**src/rtl/seg_scan_if.sv**
```systemverilog
// -----------------------------------------------------------------------------
// seg_scan_if
// Bundle between a scanned seven-segment source and seg_scan_decoder.
//   digit_in    [3:0]  one-hot active-high digit select (bit 0 = value[15:12])
//   seg_in      [7:0]  active-low segments {a,b,c,d,e,f,g,dp}, dp on bit 0
//   value       [15:0] last valid frame as four BCD nibbles
//   value_valid        one-cycle strobe when value updates
//   frame_err          one-cycle strobe when a frame is discarded
//   dp          [3:0]  decimal points of the last valid frame (bit i = digit i)
//   fsm_dbg            debug view of the frame FSM (0 = IDLE, 1 = COLLECT)
// master: the scanning source / observer.  slave: the decoder.
// The scanned inputs carry no handshake: they are free-running levels.
// value_valid and frame_err are fire-and-forget strobes with no ready; a
// consumer must take value/dp in the cycle value_valid is high or rely on
// value/dp holding until the next value_valid.
// -----------------------------------------------------------------------------
interface seg_scan_if;
  logic [3:0]  digit_in;
  logic [7:0]  seg_in;
  logic [15:0] value;
  logic        value_valid;
  logic        frame_err;
  logic [3:0]  dp;
  logic        fsm_dbg;

  modport master (
    output digit_in, seg_in,
    input  value, value_valid, frame_err, dp, fsm_dbg
  );

  modport slave (
    input  digit_in, seg_in,
    output value, value_valid, frame_err, dp, fsm_dbg
  );
endinterface

```
**src/rtl/seg_scan_decoder.sv**
```systemverilog
// -----------------------------------------------------------------------------
// seg_scan_decoder
// Samples a 4-digit multiplexed seven-segment bus, waits for each scan slot
// to settle, decodes the segment pattern back to BCD, and assembles four
// slots into a 16-bit BCD word reported with a one-cycle strobe.
//
// Ports:
//   clk    rising-edge clock
//   rst_n  asynchronous active-low reset (release synchronous to clk)
//   bus    seg_scan_if.slave: digit_in/seg_in in; value, value_valid,
//          frame_err, dp, fsm_dbg out
//
// Parameter:
//   SETTLE_CYCLES (1..255): a slot is captured once its synchronized
//   {digit, seg} has been stable for SETTLE_CYCLES+1 samples.
//
// Build option:
//   SEG_SCAN_DP_CAPTURE_EN defined   -> seg[0] captured per slot onto dp
//                                       (1 = point lit).
//   SEG_SCAN_DP_CAPTURE_EN undefined -> dp tied to 0, seg[0] ignored by the
//                                       change detector.
// -----------------------------------------------------------------------------
module seg_scan_decoder #(
  parameter int SETTLE_CYCLES = 4
) (
  input  logic      clk,
  input  logic      rst_n,
  seg_scan_if.slave bus
);

  localparam logic [7:0] SETTLE = 8'(SETTLE_CYCLES);

`ifdef SEG_SCAN_DP_CAPTURE_EN
  localparam logic [7:0] SEG_CMP_MASK = 8'hFF;
`else
  localparam logic [7:0] SEG_CMP_MASK = 8'hFE;
`endif

  typedef enum logic {
    IDLE    = 1'b0,
    COLLECT = 1'b1
  } state_e;

  // Returns {valid, nibble} for segment pattern seg[7:1] (active low a..g).
  function automatic logic [4:0] decode7(input logic [6:0] s);
    logic [4:0] r;
    case (s)
      7'b0000001: r = {1'b1, 4'd0};
      7'b1001111: r = {1'b1, 4'd1};
      7'b0010010: r = {1'b1, 4'd2};
      7'b0000110: r = {1'b1, 4'd3};
      7'b1001100: r = {1'b1, 4'd4};
      7'b0100100: r = {1'b1, 4'd5};
      7'b0100000: r = {1'b1, 4'd6};
      7'b0001111: r = {1'b1, 4'd7};
      7'b0000000: r = {1'b1, 4'd8};
      7'b0000100: r = {1'b1, 4'd9};
      default:    r = {1'b0, 4'hF};
    endcase
    return r;
  endfunction

  // Synchronizers and previous-sample register.
  logic [3:0]  dig_s1_q, dig_s1_d, dig_s2_q, dig_s2_d, dig_p_q, dig_p_d;
  logic [7:0]  seg_s1_q, seg_s1_d, seg_s2_q, seg_s2_d, seg_p_q, seg_p_d;

  // Settle tracking.
  logic [7:0]  cnt_q, cnt_d;
  logic        fired_q, fired_d;
  logic        changed;
  logic        capture;

  // Frame assembly.
  state_e      state_q, state_d;
  logic [3:0]  mask_q, mask_d;
  logic        inv_q, inv_d;
  logic [15:0] buf_q, buf_d;

  // Outputs.
  logic [15:0] value_q, value_d;
  logic        vv_q, vv_d;
  logic        fe_q, fe_d;
  logic [3:0]  dp_q, dp_d;

`ifdef SEG_SCAN_DP_CAPTURE_EN
  logic [3:0]  dpbuf_q, dpbuf_d;
  logic [3:0]  dpbuf_ins;
`else
  logic        unused_seg_dp;
  assign unused_seg_dp = seg_p_q[0];
`endif

  // Capture decode helpers.
  logic [4:0]  dec;
  logic [3:0]  cap_nib;
  logic        cap_bad;
  logic [1:0]  cap_pos;
  logic        cap_one;
  logic        cap_multi;
  logic [3:0]  pos_bit;
  logic [3:0]  mask_ins;
  logic        inv_ins;
  logic [15:0] buf_ins;

  // ---------------------------------------------------------------------------
  // Front end: synchronizers, change detect, settle counter.
  // The counter saturates at SETTLE; capture fires once when it gets there
  // and fired_q blocks repeats until the input changes again. The captured
  // data comes from the previous-sample register, which holds the value that
  // was stable for the whole count even if the input changes in this cycle.
  // ---------------------------------------------------------------------------
  always_comb begin
    dig_s1_d = bus.digit_in;
    dig_s2_d = dig_s1_q;
    dig_p_d  = dig_s2_q;
    seg_s1_d = bus.seg_in;
    seg_s2_d = seg_s1_q;
    seg_p_d  = seg_s2_q;

    changed = (dig_s2_q != dig_p_q) ||
              ((seg_s2_q & SEG_CMP_MASK) != (seg_p_q & SEG_CMP_MASK));
    capture = (cnt_q == SETTLE) && !fired_q;

    cnt_d = cnt_q;
    if (changed) begin
      cnt_d = 8'd0;
    end else if (cnt_q != SETTLE) begin
      cnt_d = cnt_q + 8'd1;
    end

    fired_d = changed ? 1'b0 : (fired_q | capture);
  end

  // ---------------------------------------------------------------------------
  // Slot classification and the values a capture would write.
  // ---------------------------------------------------------------------------
  always_comb begin
    dec     = decode7(seg_p_q[7:1]);
    cap_nib = dec[3:0];
    cap_bad = ~dec[4];

    cap_pos   = 2'd0;
    cap_one   = 1'b0;
    cap_multi = 1'b0;
    case (dig_p_q)
      4'b0000: ;
      4'b0001: begin cap_pos = 2'd0; cap_one = 1'b1; end
      4'b0010: begin cap_pos = 2'd1; cap_one = 1'b1; end
      4'b0100: begin cap_pos = 2'd2; cap_one = 1'b1; end
      4'b1000: begin cap_pos = 2'd3; cap_one = 1'b1; end
      default: cap_multi = 1'b1;
    endcase

    pos_bit  = 4'b0001 << cap_pos;
    mask_ins = mask_q | pos_bit;
    inv_ins  = inv_q | cap_bad;

    buf_ins = buf_q;
    case (cap_pos)
      2'd0:    buf_ins[15:12] = cap_nib;
      2'd1:    buf_ins[11:8]  = cap_nib;
      2'd2:    buf_ins[7:4]   = cap_nib;
      default: buf_ins[3:0]   = cap_nib;
    endcase

`ifdef SEG_SCAN_DP_CAPTURE_EN
    dpbuf_ins          = dpbuf_q;
    dpbuf_ins[cap_pos] = ~seg_p_q[0];
`endif
  end

  // ---------------------------------------------------------------------------
  // Frame FSM. A frame always starts at position 0; afterwards positions may
  // arrive in any order. A repeat of position 0 restarts the frame with that
  // capture; a repeat of any other position abandons it.
  // ---------------------------------------------------------------------------
  always_comb begin
    state_d = state_q;
    mask_d  = mask_q;
    inv_d   = inv_q;
    buf_d   = buf_q;
    value_d = value_q;
    dp_d    = dp_q;
    vv_d    = 1'b0;
    fe_d    = 1'b0;
`ifdef SEG_SCAN_DP_CAPTURE_EN
    dpbuf_d = dpbuf_q;
`endif

    if (capture && cap_multi) begin
      fe_d    = 1'b1;
      state_d = IDLE;
      mask_d  = 4'b0000;
      inv_d   = 1'b0;
    end else if (capture && cap_one) begin
      case (state_q)
        IDLE: begin
          if (cap_pos == 2'd0) begin
            buf_d   = buf_ins;
            mask_d  = 4'b0001;
            inv_d   = cap_bad;
            state_d = COLLECT;
`ifdef SEG_SCAN_DP_CAPTURE_EN
            dpbuf_d = dpbuf_ins;
`endif
          end
        end
        COLLECT: begin
          if ((mask_q & pos_bit) != 4'b0000) begin
            fe_d = 1'b1;
            if (cap_pos == 2'd0) begin
              buf_d  = buf_ins;
              mask_d = 4'b0001;
              inv_d  = cap_bad;
`ifdef SEG_SCAN_DP_CAPTURE_EN
              dpbuf_d = dpbuf_ins;
`endif
            end else begin
              state_d = IDLE;
              mask_d  = 4'b0000;
              inv_d   = 1'b0;
            end
          end else if (mask_ins == 4'b1111) begin
            state_d = IDLE;
            mask_d  = 4'b0000;
            inv_d   = 1'b0;
            buf_d   = buf_ins;
            if (!inv_ins) begin
              value_d = buf_ins;
              vv_d    = 1'b1;
`ifdef SEG_SCAN_DP_CAPTURE_EN
              dp_d    = dpbuf_ins;
`endif
            end else begin
              fe_d = 1'b1;
            end
          end else begin
            buf_d  = buf_ins;
            mask_d = mask_ins;
            inv_d  = inv_ins;
`ifdef SEG_SCAN_DP_CAPTURE_EN
            dpbuf_d = dpbuf_ins;
`endif
          end
        end
        default: state_d = IDLE;
      endcase
    end
  end

  // ---------------------------------------------------------------------------
  // State registers.
  // ---------------------------------------------------------------------------
  always_ff @(posedge clk or negedge rst_n) begin
    if (!rst_n) begin
      dig_s1_q <= 4'b0000;
      dig_s2_q <= 4'b0000;
      dig_p_q  <= 4'b0000;
      seg_s1_q <= 8'h00;
      seg_s2_q <= 8'h00;
      seg_p_q  <= 8'h00;
      cnt_q    <= 8'd0;
      fired_q  <= 1'b0;
      state_q  <= IDLE;
      mask_q   <= 4'b0000;
      inv_q    <= 1'b0;
      buf_q    <= 16'h0000;
      value_q  <= 16'h0000;
      vv_q     <= 1'b0;
      fe_q     <= 1'b0;
      dp_q     <= 4'b0000;
`ifdef SEG_SCAN_DP_CAPTURE_EN
      dpbuf_q  <= 4'b0000;
`endif
    end else begin
      dig_s1_q <= dig_s1_d;
      dig_s2_q <= dig_s2_d;
      dig_p_q  <= dig_p_d;
      seg_s1_q <= seg_s1_d;
      seg_s2_q <= seg_s2_d;
      seg_p_q  <= seg_p_d;
      cnt_q    <= cnt_d;
      fired_q  <= fired_d;
      state_q  <= state_d;
      mask_q   <= mask_d;
      inv_q    <= inv_d;
      buf_q    <= buf_d;
      value_q  <= value_d;
      vv_q     <= vv_d;
      fe_q     <= fe_d;
      dp_q     <= dp_d;
`ifdef SEG_SCAN_DP_CAPTURE_EN
      dpbuf_q  <= dpbuf_d;
`endif
    end
  end

  assign bus.value       = value_q;
  assign bus.value_valid = vv_q;
  assign bus.frame_err   = fe_q;
  assign bus.dp          = dp_q;
  assign bus.fsm_dbg     = (state_q == COLLECT);

endmodule

```
**src/flat_wrapper.sv**
```systemverilog
// flat-port wrapper written by rule: the top's interface ports become plain ports
module seg_scan_decoder_flat 
#(
  parameter int SETTLE_CYCLES = 4
)
  (clk, rst_n, bus_digit_in, bus_seg_in, bus_value, bus_value_valid, bus_frame_err, bus_dp, bus_fsm_dbg);
  seg_scan_if bus_i ();
  input  logic clk;
  input  logic rst_n;
  input wire logic [$bits(bus_i.digit_in)-1:0] bus_digit_in;
  input wire logic [$bits(bus_i.seg_in)-1:0] bus_seg_in;
  output wire logic [$bits(bus_i.value)-1:0] bus_value;
  output wire logic [$bits(bus_i.value_valid)-1:0] bus_value_valid;
  output wire logic [$bits(bus_i.frame_err)-1:0] bus_frame_err;
  output wire logic [$bits(bus_i.dp)-1:0] bus_dp;
  output wire logic [$bits(bus_i.fsm_dbg)-1:0] bus_fsm_dbg;
  assign bus_i.digit_in = bus_digit_in;
  assign bus_i.seg_in = bus_seg_in;
  assign bus_value = bus_i.value;
  assign bus_value_valid = bus_i.value_valid;
  assign bus_frame_err = bus_i.frame_err;
  assign bus_dp = bus_i.dp;
  assign bus_fsm_dbg = bus_i.fsm_dbg;
  seg_scan_decoder #(.SETTLE_CYCLES(SETTLE_CYCLES)) u_core (.clk(clk), .rst_n(rst_n), .bus(bus_i));
endmodule
```
**config.mk**
```make
export PLATFORM = sky130hd
export DESIGN_NAME = seg_scan_decoder_flat
export DESIGN_NICKNAME = d
export VERILOG_FILES = /design/src/rtl/seg_scan_if.sv /design/src/rtl/seg_scan_decoder.sv /design/src/flat_wrapper.sv
export SDC_FILE = /design/constraint.sdc
export NUM_CORES = 1
export LEC_CHECK = 0
export ABC_AREA = 1
export CAP_MARGIN = 0
export CORE_MARGIN = 2
export CORE_UTILIZATION = 50
export DETAILED_ROUTE_END_ITERATION = 8
export GPL_ROUTABILITY_DRIVEN = 0
export PLACE_DENSITY = 0.68
export SLEW_MARGIN = 10
export SYNTH_ARGS = -nofsm -noshare
export SYNTH_HDL_FRONTEND = slang
export SYNTH_SLANG_ARGS = --single-unit
```
**constraint.sdc**
```tcl
create_clock -name clk -period 2.8 [get_ports clk]
set_input_delay 0.56 -clock clk [delete_from_list [all_inputs] [get_ports clk]]
set_output_delay 0.56 -clock clk [all_outputs]
set_load 0.1 [all_outputs]
```
==> results of run 1 <==
cell usage after synthesis:
library cell  instances  area (sq um)
xnor2_1               3         26.28
nand2_4               5         56.30
buf_2                 3         15.01
a21oi_2               1         8.760
o21bai_1              3         22.52
nor4_1                2         12.51
inv_2                 9         33.78
nand3_1              22         110.1
nor2_4                3         33.78
nor3_1                7         35.03
buf_4                 6         45.04
conb_1                1         3.750
or2_2                 3         18.77
clkbuf_2              1         5.000
nand2_2               6         37.54
a41oi_1               1         8.760
a21oi_1               3         15.01
xor2_1                5         43.79
o21ai_1              11         55.05
nor2_1               32         120.1
nor3_2                2         20.02
nor2_2                9         56.30
o22ai_1               1         6.260
inv_1                37         138.9
inv_4                 1         6.260
ha_1                  2         25.02
o21ai_0              15         75.07
nand4_1               9         56.30
a21boi_1              1         7.510
buf_8                 1         15.01
dfrtp_1              82          2052
nand2_1             172         645.6
nor2_8                1         20.02
through the flow:
stage          cell area, sq um  std cells  hold WS, ns  power [W]
6_report                   4354        599       0.2027   0.002211
5_1_grt                    4354        599       0.2456   0.002312
4_1_cts                    4354        599       0.2275   0.002240
3_5_place_dp               4167        583       0.3347   0.001401
3_3_place_gp               4167        583       0.3331   0.001397
2_1_floorplan              3842        463       0.2644   0.001343
power by group through the flow:
stage / sequential (W) / combinational [W] / clock (W)
CTS: 0.00123 / 0.000149 / 0.000863
global placement: 0.00125 / 0.000146 / 0
detailed placement: 0.00125 / 0.000149 / 0
finish: 0.00123 / 0.000147 / 0.000837
floorplan: 0.00125 / 0.0000966 / 0
global route: 0.00123 / 0.000165 / 0.000915
registers in the layout, indices dropped and copies added (netlist names):
signal,cells
u_core.dig_p_q,4
u_core.seg_s1_q,7
u_core.mask_q,4
u_core.dig_s1_q,4
u_core.cnt_q,8
u_core.bus.frame_err,1
u_core.inv_q,1
u_core.buf_q,16
u_core.seg_p_d,7
u_core.dig_p_d,4
u_core.fired_q,1
u_core.bus.fsm_dbg,1
u_core.bus.value,16
u_core.bus.value_valid,1
u_core.seg_p_q,7
area by class of cell:
cell class,count,area (sq um),share of cell area (%)
clock buffers,12,135.1,3.103
repair buffers,32,280.3,6.437
clock inverters,4,52.55,1.207
multi-input cells,323,1531,35.17
flip-flops and latches,82,2052,47.13
inverters,47,178.9,4.109
well taps,99,123.9,2.845
final timing paths:
kind / start / endpoint / depth (start not counted)
max: u_core.cnt_q[0] / u_core.buf_q[1] / 10
min: rst_n / u_core.mask_q[2] / 2
max reg2reg: u_core.cnt_q[0] / u_core.buf_q[1] / 10
min reg2reg: u_core.seg_s1_q[5] / u_core.seg_p_d[5] / 0
max in group asynchronous: rst_n / u_core.seg_s1_q[4] / 2
min in group clk: u_core.seg_s1_q[5] / u_core.seg_p_d[5] / 0
metal layers:
metal  up-vias  global-route usage [%]  part of all wire [%]
met1      1344                   26.80                    49
met5         -                       0                     0
met3        13                   4.398                   4.5
li1       1503                       -                     -
met4         0                   10.23                   2.6
met2        66                   30.39                    44
cell families (layout without fill, tap and decap cells):
kind of cell / count (synthesis) / after routing / synth area share [%]
AOI/OAI and AO/OA: 36 / 36 / 5.193
xor gates and xnor gates: 8 / 8 / 1.829
adders and majority gates: 2 / 2 / 0.6531
buffers and inverters: 58 / 95 / 6.760
DFF: 82 / 82 / 53.56
other: 1 / 4 / 0.09788
and+or+nand+nor: 273 / 273 / 31.91
==> impl_results.md, run 1 <==
- Ys Warns: 0
- Worst-path cell chain: inv_1 -> ha_1 -> nand3_1 -> nor3_2 -> nand2_4 -> a21oi_2 -> nand2_1 -> inv_2 -> nand2_1 -> nand2_1
- Post-synthesis average cell area: 8.329 sq um
- Most frequent cell on the critical path: nand2_1
- Comb pwr share: 6.6%
- Post-DP HPWL: between 5 and 6 mm
- Initial core utilization: 52.26%
- Setup TNS: 0 ns
- Leakage power: 2.315 nW
- Switch Pwr: 0.0005478 W
- Core Region: 7331 sq um
- Residual DRC count: 0
- Cell internal pwr: approximately 0.0017 W
- Routed via count: 2926
- Layout Utilization: 59.40%
- Vias/cell: 4.885
- Routed Antenna Nets: 0
- Sw frac: roughly a quarter
- Seq/Total Area, Yosys: 53.56%
- Unrepaired setup endpoints after global routing: no
- DRT Pass-1 Iters: 5
- Die H: around 92 microns
- P&R area growth vs syn: 13.65%
- Layout cells sized above 1: 14.80%
- First-pass GRT wire length: 13.21 mm
- Ant diodes: 0
- Critical path buffer and inverter count: 2
- Netlist cell types: 33
- Routed len/inst: 12.40 microns
- Clock latency on the worst-skew pair: approximately 0.36 ns
- Worst-path clk slew: 0.08 ns
- Status: completed
- Crit path capture type: flop
- Startpoint types: flop
- Total Wirelength: 7.428 mm
- Worst hold path type: in -> async
- Rows: 31
- Slew margin rel.: 56.44%
- Gr usage total: between 10% and 20%
- Worst EP arrival: 2.60 ns
- Post-Syn Area: 3831 sq um
- Hold buffers post-CTS: 0
- Max Slew Vio Count: 0
- CP delay by family, top: simple AND/OR/NAND/NOR gates
- CTS Buffer Depth: 2
- Post-CTS setup buffer count: 0
- Final Hold Vio Count: 0
- Yosys reg bits: a little over 80
- Setup Skew: 0.009323 ns
- Tmin final: about 2.3 ns
- Max incr delay on CP: 0.41 ns
- Worst setup margin: 0.4980 ns
- Fin crit share: 82.21%
- Pwr dens: between 500 and 600 nW/um^2
- Reg-to-reg slack, setup: around 0.50 ns
- Clock Sinks: between 80 and 90
- CP max stage cell: dfrtp_1
- Largest net degree at the start of global routing: 83
- DRT iter0 DRCs: 161
- Nets@finish: 511
- Initial antenna violation count: 0
- Worst-path maximum fanout: 12
- CTS Buf Count: 9
- Io pins: 37
- CTS tree: built
- Fmax: about 430 MHz
- Max Cap Viol: 0
- Most frequent cells in the layout: nand2_1 (172), dfrtp_1 (82), inv_1 (37)
- Clock power share: between 30 and 40%
- Full die area: 8379 sq um
- # setup viols final: 0
- Vias in the first global route: roughly 2800
- Pre-CTS WS: 0.5269 ns
- Setup CP Type: reg -> reg
- CP Data Required Time: ~3.1 ns
- Syn Inst Count: 460
- CTS H-tree depth: 3
- Flop pwr share: 55.5%
- Measured slew at the worst slew-check pin: between 0.6 and 0.7 ns
- Input/output buffers: 31
- Die width: 91.54 microns
- Resized cells post-CTS: 0
- GR Overflow Total: 0
- Clock Root Buffer: clkbuf_8
- Most common cell after layout, fill and taps aside: nand2_1
- VDD IR max: 258.1 uV
- Fill cell count: approximately 640
No activity file was read; power rests on OpenSTA's default activity.
==> run 2, diff against run 1 <==
- clock period: 2.8 -> 2.15 ns (I/O delays scaled with it)
==> run 2 against run 1 <==
Wire length up 1.5%. Maximum frequency up 17%. Global-route usage up 0.22 points. Flip-flop and latch count unchanged. Total power up 36%. Critical path depth up 2. Final cell count up 1.7%. Worst hold slack better by 0.15 ns. First-iteration DRC count up 51%. Combinational power up 35%. Highest routed layer unchanged.
==> impl_results.md, run 2 (synthesized netlist as in run 1, its figures left out) <==
- Residual DRC count: 0 (unchanged)
- Worst hold path type: reg -> reg
- Pwr dens: 669.9 nW/um^2 (+32%)
- Final Total Pwr: 0.003003 W (+36%)
- DRT Pass-1 Iters: 4 (-1)
- Layout cells sized above 1: 16.27% (+1.5 points)
- CTS Buf Count: 9 (unchanged)
- Comb pwr share: 6.6% (about the same)
- CP Data Required Time: 2.39 ns (-0.70 ns)
- Io pins: 37 (unchanged)
- VDD IR max: 370.3 uV (+43%)
- Ant diodes: 0 (unchanged)
- Die H: 91.54 microns (unchanged)
- CTS tree: built
- Initial core utilization: 52.26% (unchanged)
- P&R area growth vs syn: 16.98%
- Slew margin rel.: 57.72% (+1.3 points)
- Routed Antenna Nets: 0 (unchanged)
- Worst EP arrival: 2.21 ns (-0.39 ns)
- # setup viols final: 0 (unchanged)
- Fill cell count: 639 (-0.62%)
- Largest net degree at the start of global routing: 40 (-52%)
- CTS H-tree depth: 3 (unchanged)
- Post-DP HPWL: 5.520 mm (+5.5%)
- Register Area: 2052 sq um (unchanged)
- Worst setup margin: 0.1760 ns (-0.3220 ns)
- Area of the multi-input gates: 1545 sq um (+0.90%)
- Status: completed
- Startpoint types: flop
- Vias in the first global route: 2966 (+4.2%)
- Nets@finish: 521 (+2.0%)
- Total Wirelength: 7.538 mm (+1.5%)
- Rows: 31 (unchanged)
- Vias/cell: 4.888 (about the same)
- Fmax: 506.6 MHz (+17%)
- Worst hold slack: 0.3499 ns (+0.1472 ns)
- Setup CP Type: reg -> reg
- Final cell count without fillers: 609 (+1.7%)
- Max Slew Vio Count: 0 (unchanged)
- Measured slew at the worst slew-check pin: 0.6284 ns (-0.01911 ns)
- Flop pwr share: 53.3% (-2.2 points)
- Clock power share: 40.1% (+2.3 points)
- Routed len/inst: 12.38 microns (-0.19%)
- Max Cap Viol: 0 (unchanged)
- Routed via count: 2977 (+1.7%)
- Leakage power: 2.394 nW (+3.4%)
- Setup Skew: 0.01399 ns (+0.004666 ns)
- Cell internal pwr: 0.002292 W (+38%)
- Worst-path maximum fanout: 19 (+7)
- Tmin final: 1.974 ns (-0.3280 ns)
- Most common cell after layout, fill and taps aside: nand2_1
- Pre-CTS WS: 0.1316 ns (-0.3953 ns)
- Worst-path clk slew: 0.08 ns (about the same)
- Placed Instances: 591 (+1.4%)
- Input/output buffers: 31 (unchanged)
- Clock Root Buffer: clkbuf_8
- Switch Pwr: 0.0007107 W (+30%)
- Fin crit share: 91.81% (+9.6 points)
- Sw frac: 23.67% (-1.1 points)
- Setup TNS: 0 ns (unchanged)
- Clock latency on the worst-skew pair: 0.35 ns (about the same)
- GR Overflow Total: 0 (unchanged)
- Crit path capture type: flop
- Clock Sinks: 82 (unchanged)
- Most frequent cells in the layout: nand2_1 (172), dfrtp_1 (82), inv_1 (37)
- Core Region: 7331 sq um (unchanged)
- First-pass GRT wire length: 13.58 mm (+2.8%)
- CTS Buffer Depth: 2 (unchanged)
- Initial antenna violation count: 0 (unchanged)
- Die width: 91.54 microns (unchanged)
- Unrepaired setup endpoints after global routing: no
- Final Hold Vio Count: 0 (unchanged)
- Gr usage total: 20.18% (+0.22 points)
- DRT iter0 DRCs: 243 (+51%)
- Full die area: 8379 sq um (unchanged)
-- run 2: layout make-up --
class	count	area share [%]
clock buffers	12	3.015
clock inverters	4	1.703
inverters	47	3.992
multi-input cells	323	34.48
flip-flops and latches	82	45.78
well taps	99	2.764
repair buffers	42	8.264
-- run 2: metrics by stage --
| stage | area [sq um] | util, % |
|---|---|---|
| after detailed placement | 4227 | 57.65 |
| after CTS | 4448 | 60.68 |
| after floorplan | 3842 | - |
| after global routing | 4482 | 61.14 |
| after global placement | 4227 | 57.65 |
| final | 4482 | 61.14 |
-- run 2: what timing repair did --
| action | 4_1_cts | 5_1_grt |
|---|---|---|
| hold buffers | 1 | 0 |
| setup endpoints to repair | 0 | 4 |
| endpoints found under the hold margin | 21 | 0 |
| gates resized for setup | 0 | 2 |
| buffers inserted | 0 | 1 |
-- run 2: path summary, 6_finish.rpt --
path | start | end | slack, ns | cells after the start
worst max register to register | u_core.seg_p_q[5] | u_core.bus.value[6] | 0.18 | 12
worst min register to register | u_core.seg_s1_q[3] | u_core.seg_p_d[3] | 0.35 | 0
max in group asynchronous | rst_n | u_core.dig_s1_q[0] | 1.06 | 3
worst max-delay path | u_core.seg_p_q[5] | u_core.bus.value[6] | 0.18 | 12
worst min-delay path | u_core.seg_s1_q[3] | u_core.seg_p_d[3] | 0.35 | 0
min in group asynchronous | rst_n | u_core.dig_p_q[2] | 0.51 | 2
-- run 2: power groups by stage --
| stage | Clock [W] | Combinational [W] | Sequential [W] |
|---|---|---|---|
| 6_report | 0.00120 | 0.000199 | 0.00160 |
| 3_5_place_dp | 0 | 0.000198 | 0.00163 |
| 4_1_cts | 0.00124 | 0.000200 | 0.00160 |
| 2_1_floorplan | 0 | 0.000126 | 0.00162 |
| 5_1_grt | 0.00131 | 0.000225 | 0.00160 |
| 3_3_place_gp | 0 | 0.000194 | 0.00163 |
-- run 2: critical path: stages (launching register included) --
cell and delay [ns]:
dfrtp_1 0.49, inv_1 0.10, nand2_1 0.07, nor2_1 0.05
nand2_1 0.08, nand3_1 0.09, nor2_1 0.24, nand2_2 0.23
nand2_8 0.20, nor2_8 0.05, buf_12 0.14, nand2_1 0.06
nand2_1 0.05
-- run 2: metal layers --
metal | GRT usage [%] | wire length (microns)
met5 | 0 | 0
met4 | 8.081 | 158
met3 | 3.402 | 377
met2 | 30.88 | 3340
met1 | 28.63 | 3661
==> run 3, diff against run 2 <==
- CORE_UTILIZATION: 50 -> 35
- PLACE_DENSITY: 0.68 -> 0.5
==> run 3 against run 2 <==
Wire length rose by 5.0%. Register-to-register slack improved by 0.02 ns. Final cell count rose by 7.2%. Worst setup slack improved by 0.017 ns. Global-route usage fell by 5.0 points. Total power fell by 1.3%. Flip-flop and latch count did not move. Maximum frequency rose by 0.88%. Clock power barely moved. Worst hold slack got worse by 0.33 ns. Critical path depth fell by 1. Utilization fell by 19 points. Highest routed layer unchanged.
==> impl_results.md, run 3 (synthesized netlist as in run 1, its figures left out) <==
- Rows: 38 (+23%)
- Total Wirelength: 7.912 mm (+5.0%)
- Routed via count: 2943 (-1.1%)
- Leakage power: 2.400 nW (+0.24%)
- Largest net degree at the start of global routing: 36 (-10%)
- Gr usage total: 15.14% (-5.0 points)
- Measured slew at the worst slew-check pin: 0.6453 ns (+0.01693 ns)
- Worst-path clk slew: 0.09 ns (about the same)
- Max Cap Viol: 0 (unchanged)
- R2r startpoint: u_core.cnt_q[0]
- Status: completed
- Area of the multi-input gates: 1540 sq um (-0.32%)
- Fin area: 4549 sq um (+1.5%)
- Core Region: 10750 sq um (+47%)
- VDD IR max: 415.6 uV (+12%)
- Tmin final: 1.957 ns (-0.01724 ns)
- Vias in the first global route: 2937 (-0.98%)
- Clock latency on the worst-skew pair: 0.35 ns (about the same)
- Reg-to-reg slack, setup: 0.19 ns (+0.02 ns)
- CTS tree: built
- Post-DP HPWL: 5.918 mm (+7.2%)
- Io pins: 37 (unchanged)
- CTS Buf Count: 9 (unchanged)
- Vias/cell: 4.507 (-7.8%)
- First-pass GRT wire length: 13.90 mm (+2.3%)
- Fin crit share: 91.01% (-0.80 points)
- Setup TNS: 0 ns (unchanged)
- Initial core utilization: 35.65% (-17 points)
- Full die area: 11800 sq um (+41%)
- Post-DP Area: 4300 sq um (+1.7%)
- Worst EP arrival: 2.25 ns (+0.04 ns)
- Fmax: 511.0 MHz (+0.88%)
- Residual DRC count: 0 (unchanged)
- Worst-path cell chain: inv_1 -> ha_1 -> nand3_1 -> nor3_4 -> nand2_4 -> nor2_4 -> nand2_4 -> nor2_8 -> buf_12 -> nand2_1 -> nand2_1
- DRT iter0 DRCs: 169 (-30%)
- GR Overflow Total: 0 (unchanged)
- Crit path capture type: flop
- Startpoint types: flop
- CP delay by family, top: simple AND/OR/NAND/NOR gates
- CTS H-tree depth: 3 (unchanged)
- Layout cells sized above 1: 17.74% (+1.5 points)
- Die width: 108.6 microns (+19%)
- Worst setup margin: 0.1932 ns (+0.01724 ns)
- Most common cell after layout, fill and taps aside: nand2_1
- Critical path buffer and inverter count: 2 (unchanged)
- Unrepaired setup endpoints after global routing: no
- P&R area growth vs syn: 18.75%
- Final Hold Vio Count: 0 (unchanged)
- Setup CP Type: reg -> reg
- DRT Pass-1 Iters: 4 (unchanged)
- # setup viols final: 0 (unchanged)
- Input/output buffers: 31 (unchanged)
- Fill cell count: 1134 (+77%)
- Clock Sinks: 82 (unchanged)
- Pre-CTS WS: 0.1344 ns (+0.002830 ns)
- Routed Antenna Nets: 0 (unchanged)
- Final Total Pwr: 0.002965 W (-1.3%)
- Most frequent cells in the layout: nand2_1 (171), dfrtp_1 (82), inv_1 (37)
- CP Data Required Time: 2.44 ns (+0.05 ns)
- CTS Buffer Depth: 2 (unchanged)
- Clock Root Buffer: clkbuf_8
- Pwr dens: 651.7 nW/um^2 (-2.7%)
- Worst-path maximum fanout: 9 (-10)
- Ant diodes: 0 (unchanged)
- Setup Skew: 0.01088 ns (-0.003113 ns)
- Initial antenna violation count: 0 (unchanged)
- Max Slew Vio Count: 0 (unchanged)
- Nets@finish: 524 (+0.58%)
- Setup crit start: u_core.cnt_q[0]
- Max incr delay on CP: 0.40 ns (-0.09 ns)
- CP max stage cell: dfrtp_1
- Worst hold path type: in -> async
- Die H: 108.6 microns (+19%)
- Register Area: 2052 sq um (unchanged)
- Slew margin rel.: 56.58% (-1.1 points)
- Routed len/inst: 12.12 microns (-2.1%)
run 3: changes by cell type in the layout (fill, tap and decap cells not counted), moves of 2 or more:
cell,delta
clkbuf_1,-3
nand2_2,+2
inv_6,+2
buf_4,+4
run 3: cell type report:
cell class / count / share of cell area (%)
Clock buffer: 10 / 3.025
Tap cell: 140 / 3.850
Timing Repair Buffer: 45 / 8.581
Multi-Input combinational cell: 323 / 33.86
Inverter: 47 / 3.988
Clock inverter: 6 / 1.595
Sequential cell: 82 / 45.10
run 3: routing by layer:
metal  up-vias  wire [microns]  global-route usage (%)
li1       1528               -                       -
met1      1366            3636                   19.16
met2        41            3950                   25.36
met3         8             218                   3.407
met4         0             107                   5.586
met5         -               0                       0
run 3: report_power, final:
group	switching [W]	internal (W)
combinational	0.000139	0.0000597
clock	0.000588	0.000581
sequential	0.0000256	0.00157
run 3: path summary, 6_finish.rpt:
kind / end / depth (start not counted)
min in group clk: u_core.seg_p_d[6] / 0
worst max-delay path: u_core.bus.value[13] / 11
max in group asynchronous: u_core.mask_q[1] / 2
worst min-delay path: u_core.bus.value_valid / 1
worst max register to register: u_core.bus.value[13] / 11
worst min register to register: u_core.seg_p_d[6] / 0
run 3: worst register-to-register path: cells and delay by family (launching register included):
family	cells	cell delay [ns]
buf+inv	2	0.26
fa+ha+maj	1	0.18
simple gates	8	1.06
flops	1	0.40
run 3: repair_timing:
item	in CTS	in global routing
setup buffers	0	2
hold buffers	0	0
gates resized for setup	0	3
endpoints found under the setup margin	0	15
run 3: stage by stage:
stage / hold WS, ns / std cells / util (%)
2_1_floorplan: 0.1344 / 463 / -
3_3_place_gp: 0.3310 / 635 / 40.02
3_5_place_dp: 0.3347 / 635 / 40.02
4_1_cts: 0.01654 / 651 / 41.98
5_1_grt: 0.03442 / 653 / 42.34
6_report: 0.01783 / 653 / 42.34
